[config.mk]
export PLATFORM = sky130hd
export DESIGN_NAME = ysyx_22051468_div_unit
export DESIGN_NICKNAME = d
export VERILOG_FILES = /design/src/rtl/ysyx_22051468_div_unit.sv
export SDC_FILE = /design/constraint.sdc
export NUM_CORES = 1
export LEC_CHECK = 0
export CORE_AREA = 2 2 246 248
export CTS_CLUSTER_SIZE = 14
export DETAILED_ROUTE_END_ITERATION = 10
export DIE_AREA = 0 0 248 250
export GPL_TIMING_DRIVEN = 0
export SKIP_LAST_GASP = 1
export SLEW_MARGIN = 0
export SYNTH_ARGS = -nofsm -noshare
export SYNTH_HDL_FRONTEND = slang
export SYNTH_SLANG_ARGS = --single-unit
[constraint.sdc]
create_clock -name clk -period 4.55 [get_ports clk]
set_input_delay 0.455 -clock clk [delete_from_list [all_inputs] [get_ports clk]]
set_output_delay 0.455 -clock clk [all_outputs]
set_load 0.005 [all_outputs]
[src/rtl/ysyx_22051468_div_unit.sv]
`default_nettype none
// ============================================================================
// Module : ysyx_22051468_div_unit
// Brief  : RV64M multi-cycle restoring divider (DIV/DIVU/REM/REMU + W forms)
// Rev    : 1.0
// ============================================================================
module ysyx_22051468_div_unit (
    input  logic        clk,
    input  logic        rst_n,
    input  logic        in_valid,
    output logic        in_ready,
    input  logic [63:0] dividend,
    input  logic [63:0] divisor,
    input  logic        is_div,
    input  logic        is_rem,
    input  logic        is_U,
    input  logic        is_W,
    input  logic        flush,
    output logic        out_valid,
    input  logic        out_ready,
    output logic [63:0] result,
    output logic        busy
);

    typedef enum logic [1:0] {
        S_IDLE = 2'd0,
        S_CALC = 2'd1,
        S_FIX  = 2'd2,
        S_DONE = 2'd3
    } state_t;

    state_t      state_q;
    logic [6:0]  cnt_q;
    logic [63:0] quo_q;
    logic [63:0] rem_q;
    logic [63:0] dvs_q;
    logic        q_neg_q;
    logic        r_neg_q;
    logic        rem_sel_q;
    logic        w_op_q;
    logic        out_valid_q;
    logic [63:0] result_q;

    logic [63:0] w_a_ext;
    logic [63:0] w_b_ext;
    logic        w_sa;
    logic        w_sb;
    logic [63:0] w_abs_a;
    logic [63:0] w_abs_b;
    logic        w_div0;
    logic        w_ovf;
    logic [63:0] w_quo_init;
    logic [64:0] w_shift;
    logic [64:0] w_diff;
    logic        w_ge;
    logic [63:0] w_rem_next;
    logic        w_last;
    logic [63:0] w_q_fix;
    logic [63:0] w_r_fix;
    logic [63:0] w_sel;
    logic [63:0] w_fix;
    logic        w_unused;

    // Quotient vs remainder selection is driven by is_rem alone.
    assign w_unused = is_div;

    assign w_a_ext = is_W ? (is_U ? {32'd0, dividend[31:0]} : {{32{dividend[31]}}, dividend[31:0]})
                          : dividend;
    assign w_b_ext = is_W ? (is_U ? {32'd0, divisor[31:0]}  : {{32{divisor[31]}},  divisor[31:0]})
                          : divisor;
    assign w_sa    = ~is_U & w_a_ext[63];
    assign w_sb    = ~is_U & w_b_ext[63];
    assign w_abs_a = w_sa ? (~w_a_ext + 64'd1) : w_a_ext;
    assign w_abs_b = w_sb ? (~w_b_ext + 64'd1) : w_b_ext;
    assign w_div0  = (w_b_ext == 64'd0);
    assign w_ovf   = ~is_U & (w_b_ext == {64{1'b1}}) &
                     (is_W ? (w_a_ext[31:0] == 32'h8000_0000)
                           : (w_a_ext == 64'h8000_0000_0000_0000));
    // Word ops park the 32-bit magnitude in the top half so 32 shifts consume it.
    assign w_quo_init = is_W ? {w_abs_a[31:0], 32'd0} : w_abs_a;

    assign w_shift    = {rem_q, quo_q[63]};
    assign w_diff     = w_shift - {1'b0, dvs_q};
    assign w_ge       = ~w_diff[64];
    assign w_rem_next = w_ge ? w_diff[63:0] : w_shift[63:0];
    assign w_last     = (cnt_q == (w_op_q ? 7'd31 : 7'd63));

    assign w_q_fix = q_neg_q ? (~quo_q + 64'd1) : quo_q;
    assign w_r_fix = r_neg_q ? (~rem_q + 64'd1) : rem_q;
    assign w_sel   = rem_sel_q ? w_r_fix : w_q_fix;
    assign w_fix   = w_op_q ? {{32{w_sel[31]}}, w_sel[31:0]} : w_sel;

    always_ff @(posedge clk or negedge rst_n) begin
        if (!rst_n) begin
            state_q     <= S_IDLE;
            cnt_q       <= 7'd0;
            quo_q       <= 64'd0;
            rem_q       <= 64'd0;
            dvs_q       <= 64'd0;
            q_neg_q     <= 1'b0;
            r_neg_q     <= 1'b0;
            rem_sel_q   <= 1'b0;
            w_op_q      <= 1'b0;
            out_valid_q <= 1'b0;
            result_q    <= 64'd0;
        end else if (flush) begin
            state_q     <= S_IDLE;
            cnt_q       <= 7'd0;
            out_valid_q <= 1'b0;
        end else begin
            case (state_q)
                S_IDLE: begin
                    cnt_q <= 7'd0;
                    if (in_valid) begin
                        rem_sel_q <= is_rem;
                        w_op_q    <= is_W;
                        dvs_q     <= w_abs_b;
                        if (w_div0) begin
                            quo_q   <= {64{1'b1}};
                            rem_q   <= w_a_ext;
                            q_neg_q <= 1'b0;
                            r_neg_q <= 1'b0;
                            state_q <= S_FIX;
                        end else if (w_ovf) begin
                            quo_q   <= w_a_ext;
                            rem_q   <= 64'd0;
                            q_neg_q <= 1'b0;
                            r_neg_q <= 1'b0;
                            state_q <= S_FIX;
                        end else begin
                            quo_q   <= w_quo_init;
                            rem_q   <= 64'd0;
                            q_neg_q <= w_sa ^ w_sb;
                            r_neg_q <= w_sa;
                            state_q <= S_CALC;
                        end
                    end
                end
                S_CALC: begin
                    quo_q <= {quo_q[62:0], w_ge};
                    rem_q <= w_rem_next;
                    if (w_last) begin
                        cnt_q   <= 7'd0;
                        state_q <= S_FIX;
                    end else begin
                        cnt_q <= cnt_q + 7'd1;
                    end
                end
                S_FIX: begin
                    result_q    <= w_fix;
                    out_valid_q <= 1'b1;
                    state_q     <= S_DONE;
                end
                S_DONE: begin
                    if (out_ready) begin
                        out_valid_q <= 1'b0;
                        state_q     <= S_IDLE;
                    end
                end
                default: state_q <= S_IDLE;
            endcase
        end
    end

    assign in_ready  = (state_q == S_IDLE);
    assign busy      = (state_q != S_IDLE);
    assign out_valid = out_valid_q;
    assign result    = result_q;

endmodule
`default_nettype wire

==> out/metrics.cfg <==
[run_status]
outcome = complete, but fails checks
violations = negative setup slack

[logic_synthesis]
synth.avg_cell_area_um2 = 7.44
yosysTopAreaCell = dfrtp_1
synth_fp_nets = 3378
synthCells = 3166
synth-main-ff-cell = dfrtp_1
syn_area_um2 = 23500
synth_warnings = 0
ys_seq_area_share_pct = 28.7
synth.distinct_cells = 88
yosysMostFrequentCell = nand2_1
ys_ff_latch = 270
synth.area.top_cells = dfrtp_1 29%, o21ai_0 8.5%, nand2_1 7.4%
synth_edf_count = 0
yosys-top-cells-count = 467 x nand2_1, 398 x o21ai_0, 289 x a21oi_1, 270 x dfrtp_1, 219 x nor2_1
async_reset_ff_share_pct = 100
synth_top_area_share_pct = 28.7

[finish]
drive_above_1_share_pct = 4.41
finish.instance_area_um2 = 28000
syn2layout_area_growth_pct = 18.8
multi_input_area_um2 = 15600
seq_area_um2 = 6760
layout.nets = 3610
nFillCells = 6268

[cts]
clkTransAtPathRegs_ns = 0.06
cts.sinks = 270
htree_levels = 2
clkLatencyLatePin_ns = 0.59
cts_tree = built
numCtsBuffers = 35
cts-root-buf = clkbuf_16
cts_buffer_depth = 3

[timing]
max_freq_mhz = 219
final.min_clock_period_ns = 4.57
drv_slew = 0
max_slew_margin_pct = 19.3
worst_slew_pin_slew_ns = 1.21
rsz0062_at_grt = false
setup_slack_ns = -0.0249
hold_viol_final = 0
fin_setup_tns_ns = -0.0249
skew_ns = 0.0491
finalSetupViolCount = 1
fin_crit_sh_pct = 101

[setup_path]
path_delay_family = simple AND/OR/NAND/NOR gates
worst_path_max_delay_cell = nor2_1
worst_ep_required_time_ns = 4.96
critPathLaunchType = input port
arrival_ns = 4.99
cp_num_buf_inv = 2
path_max_fanout = 10
cp_slowest_stage_delay_ns = 0.72
path_cells = clkbuf_1 > nand2_1 > nor2_1 > a2111oi_0 > and2_1 > and4_1 > o21ai_1 > clkbuf_1 > nand2_1 > nor4_1 > o22ai_1
endpoint_kind = register
crit_type = in -> reg

[pwr]
static-leakage-power_nw = 11.4
power_mw = 22.0
peakVddDrop_mv = 0.417
cellPowerDensity_nw_per_um2 = 785

[hold_path]
hold_class = in -> async

[die]
design.die.area_um2 = 62000
die_x_um = 248
start_util_pct = 39.5
rows = 90
coreArea_um2 = 59600
die_h_um = 250
io-pin-count = 204

[drt]
wirelength_um = 107000
firstDrtPassIters = 6
ant_nets = 0
drt-vias-per-instance = 5.93
drt_iter0_markers = 2002
route.detailed.drc = 0
avgRoutedWirePerCell_um = 25.4
vias = 25000

[global_routing]
antenna_found_initial = 0
grt_pass1_wl_um = 157000
grt_max_degree = 117
grt-ovfl-total = 0
track_usage_pct = 34.1
grt_pass1_vias = 24500

[run]
max_cap_viol_count = 0

[placed_design]
place_area_um2 = 26600
pre_cts_ws_ns = -1.61
port_buffers = 201
place_congestion = 1.02
dp_hpwl_um = 87300

-- cells by family after synthesis --
family / Yosys count / share of synthesized area [%]
buf+inv: 328 / 5.43
compound gates: 1106 / 28.2
simple gates: 1057 / 21.2
fa+ha+maj: 75 / 4.02
xor+xnor: 293 / 10.9
mux: 37 / 1.58
flops: 270 / 28.7
-- where the power goes --
group	switching, mW	internal (mW)
logic	8.67	5.21
registers	1.61	3.42
clock network	1.15	1.89
total	11.4	10.5
-- worst register-to-register path: stages (launching register included) --
cell	delay, ns
dfrtp_1	0.65
ha_1	0.41
a21oi_1	0.28
o21ai_0	0.18
a221oi_1	0.41
o221ai_1	0.32
o211ai_1	0.40
a21oi_2	0.17
xnor2_2	0.50
clkbuf_1	0.58
nor2_1	0.11
a21oi_1	0.14
a21oi_1	0.08
-- what timing repair did --
action,CTS,global route
hold buffers,1,0
gates resized for setup,24,19
pin swaps,1,2
setup buffers,1,0
cloned,0,0
endpoints found under the hold margin,57,0
setup endpoints to repair,94,69
-- per-stage QoR --
step	utilization (%)	std cells	hold WS (ns)
3_5_place_dp	44.6	4151	0.401
4_1_cts	46.9	4217	0.410
5_1_grt	46.9	4207	0.442
3_3_place_gp	44.5	4149	0.456
6_report	46.9	4208	0.396
2_1_floorplan	-	3166	0.159
-- per-layer routing --
layer	GRT usage, %	vias to the layer above	routed length, um
li1	-	11800	-
met1	45.1	11800	45000
met2	53.9	1063	47800
met3	5.05	249	7840
met4	17.6	0	6270
met5	0	-	0
-- cells in the final DEF (no fill, tap or decap), drive strengths merged, types with 39 or more instances in the layout --
| cell | count |
|---|---|
| xnor2 | 144 |
| o21ai | 437 |
| clkbuf | 213 |
| inv | 128 |
| clkdlybuf4s50 | 200 |
| ha | 74 |
| a21oi | 297 |
| o31ai | 58 |
| nand2 | 468 |
| dfrtp | 270 |
| nor2 | 224 |
| nand4 | 39 |
| nor3 | 53 |
| a21o | 47 |
| or3 | 61 |
| xor2 | 149 |
-- state kept, by name, indices dropped and copies added, names as in the netlist --
name / flops
cnt_q: 7
quo_q: 64
out_valid: 1
w_op_q: 1
q_neg_q: 1
dvs_q: 64
r_neg_q: 1
rem_q: 64
result: 64
state_q: 2
rem_sel_q: 1
-- path summary, 6_finish.rpt --
path	start	endpoint	slack (ns)	cells after the start
worst max-delay path	is_W	quo_q[63]$_DFFE_PN0P_	-0.02	11
worst min-delay path	rst_n	dvs_q[57]$_DFFE_PN0P_	0.40	2
worst max register to register	rem_q[30]$_DFFE_PN0P_	rem_q[52]$_DFFE_PN0P_	0.10	12
worst min register to register	result[44]$_DFFE_PN0P_	result[44]$_DFFE_PN0P_	0.47	2
max in group asynchronous	rst_n	result[35]$_DFFE_PN0P_	2.79	4
min in group clk	result[44]$_DFFE_PN0P_	result[44]$_DFFE_PN0P_	0.47	2
-- final cells by class --
cell class / count / share of cell area (%)
multi-input combinational: 2568 / 55.9
sequential: 270 / 24.2
timing repair buffer: 205 / 7.47
clock buffer: 51 / 3.60
tap: 782 / 3.50
buffer: 191 / 2.81
inverter: 127 / 1.70
clock inverter: 13 / 0.864
antenna: 1 / 0.00895
No activity file was read; power rests on OpenSTA's default activity.
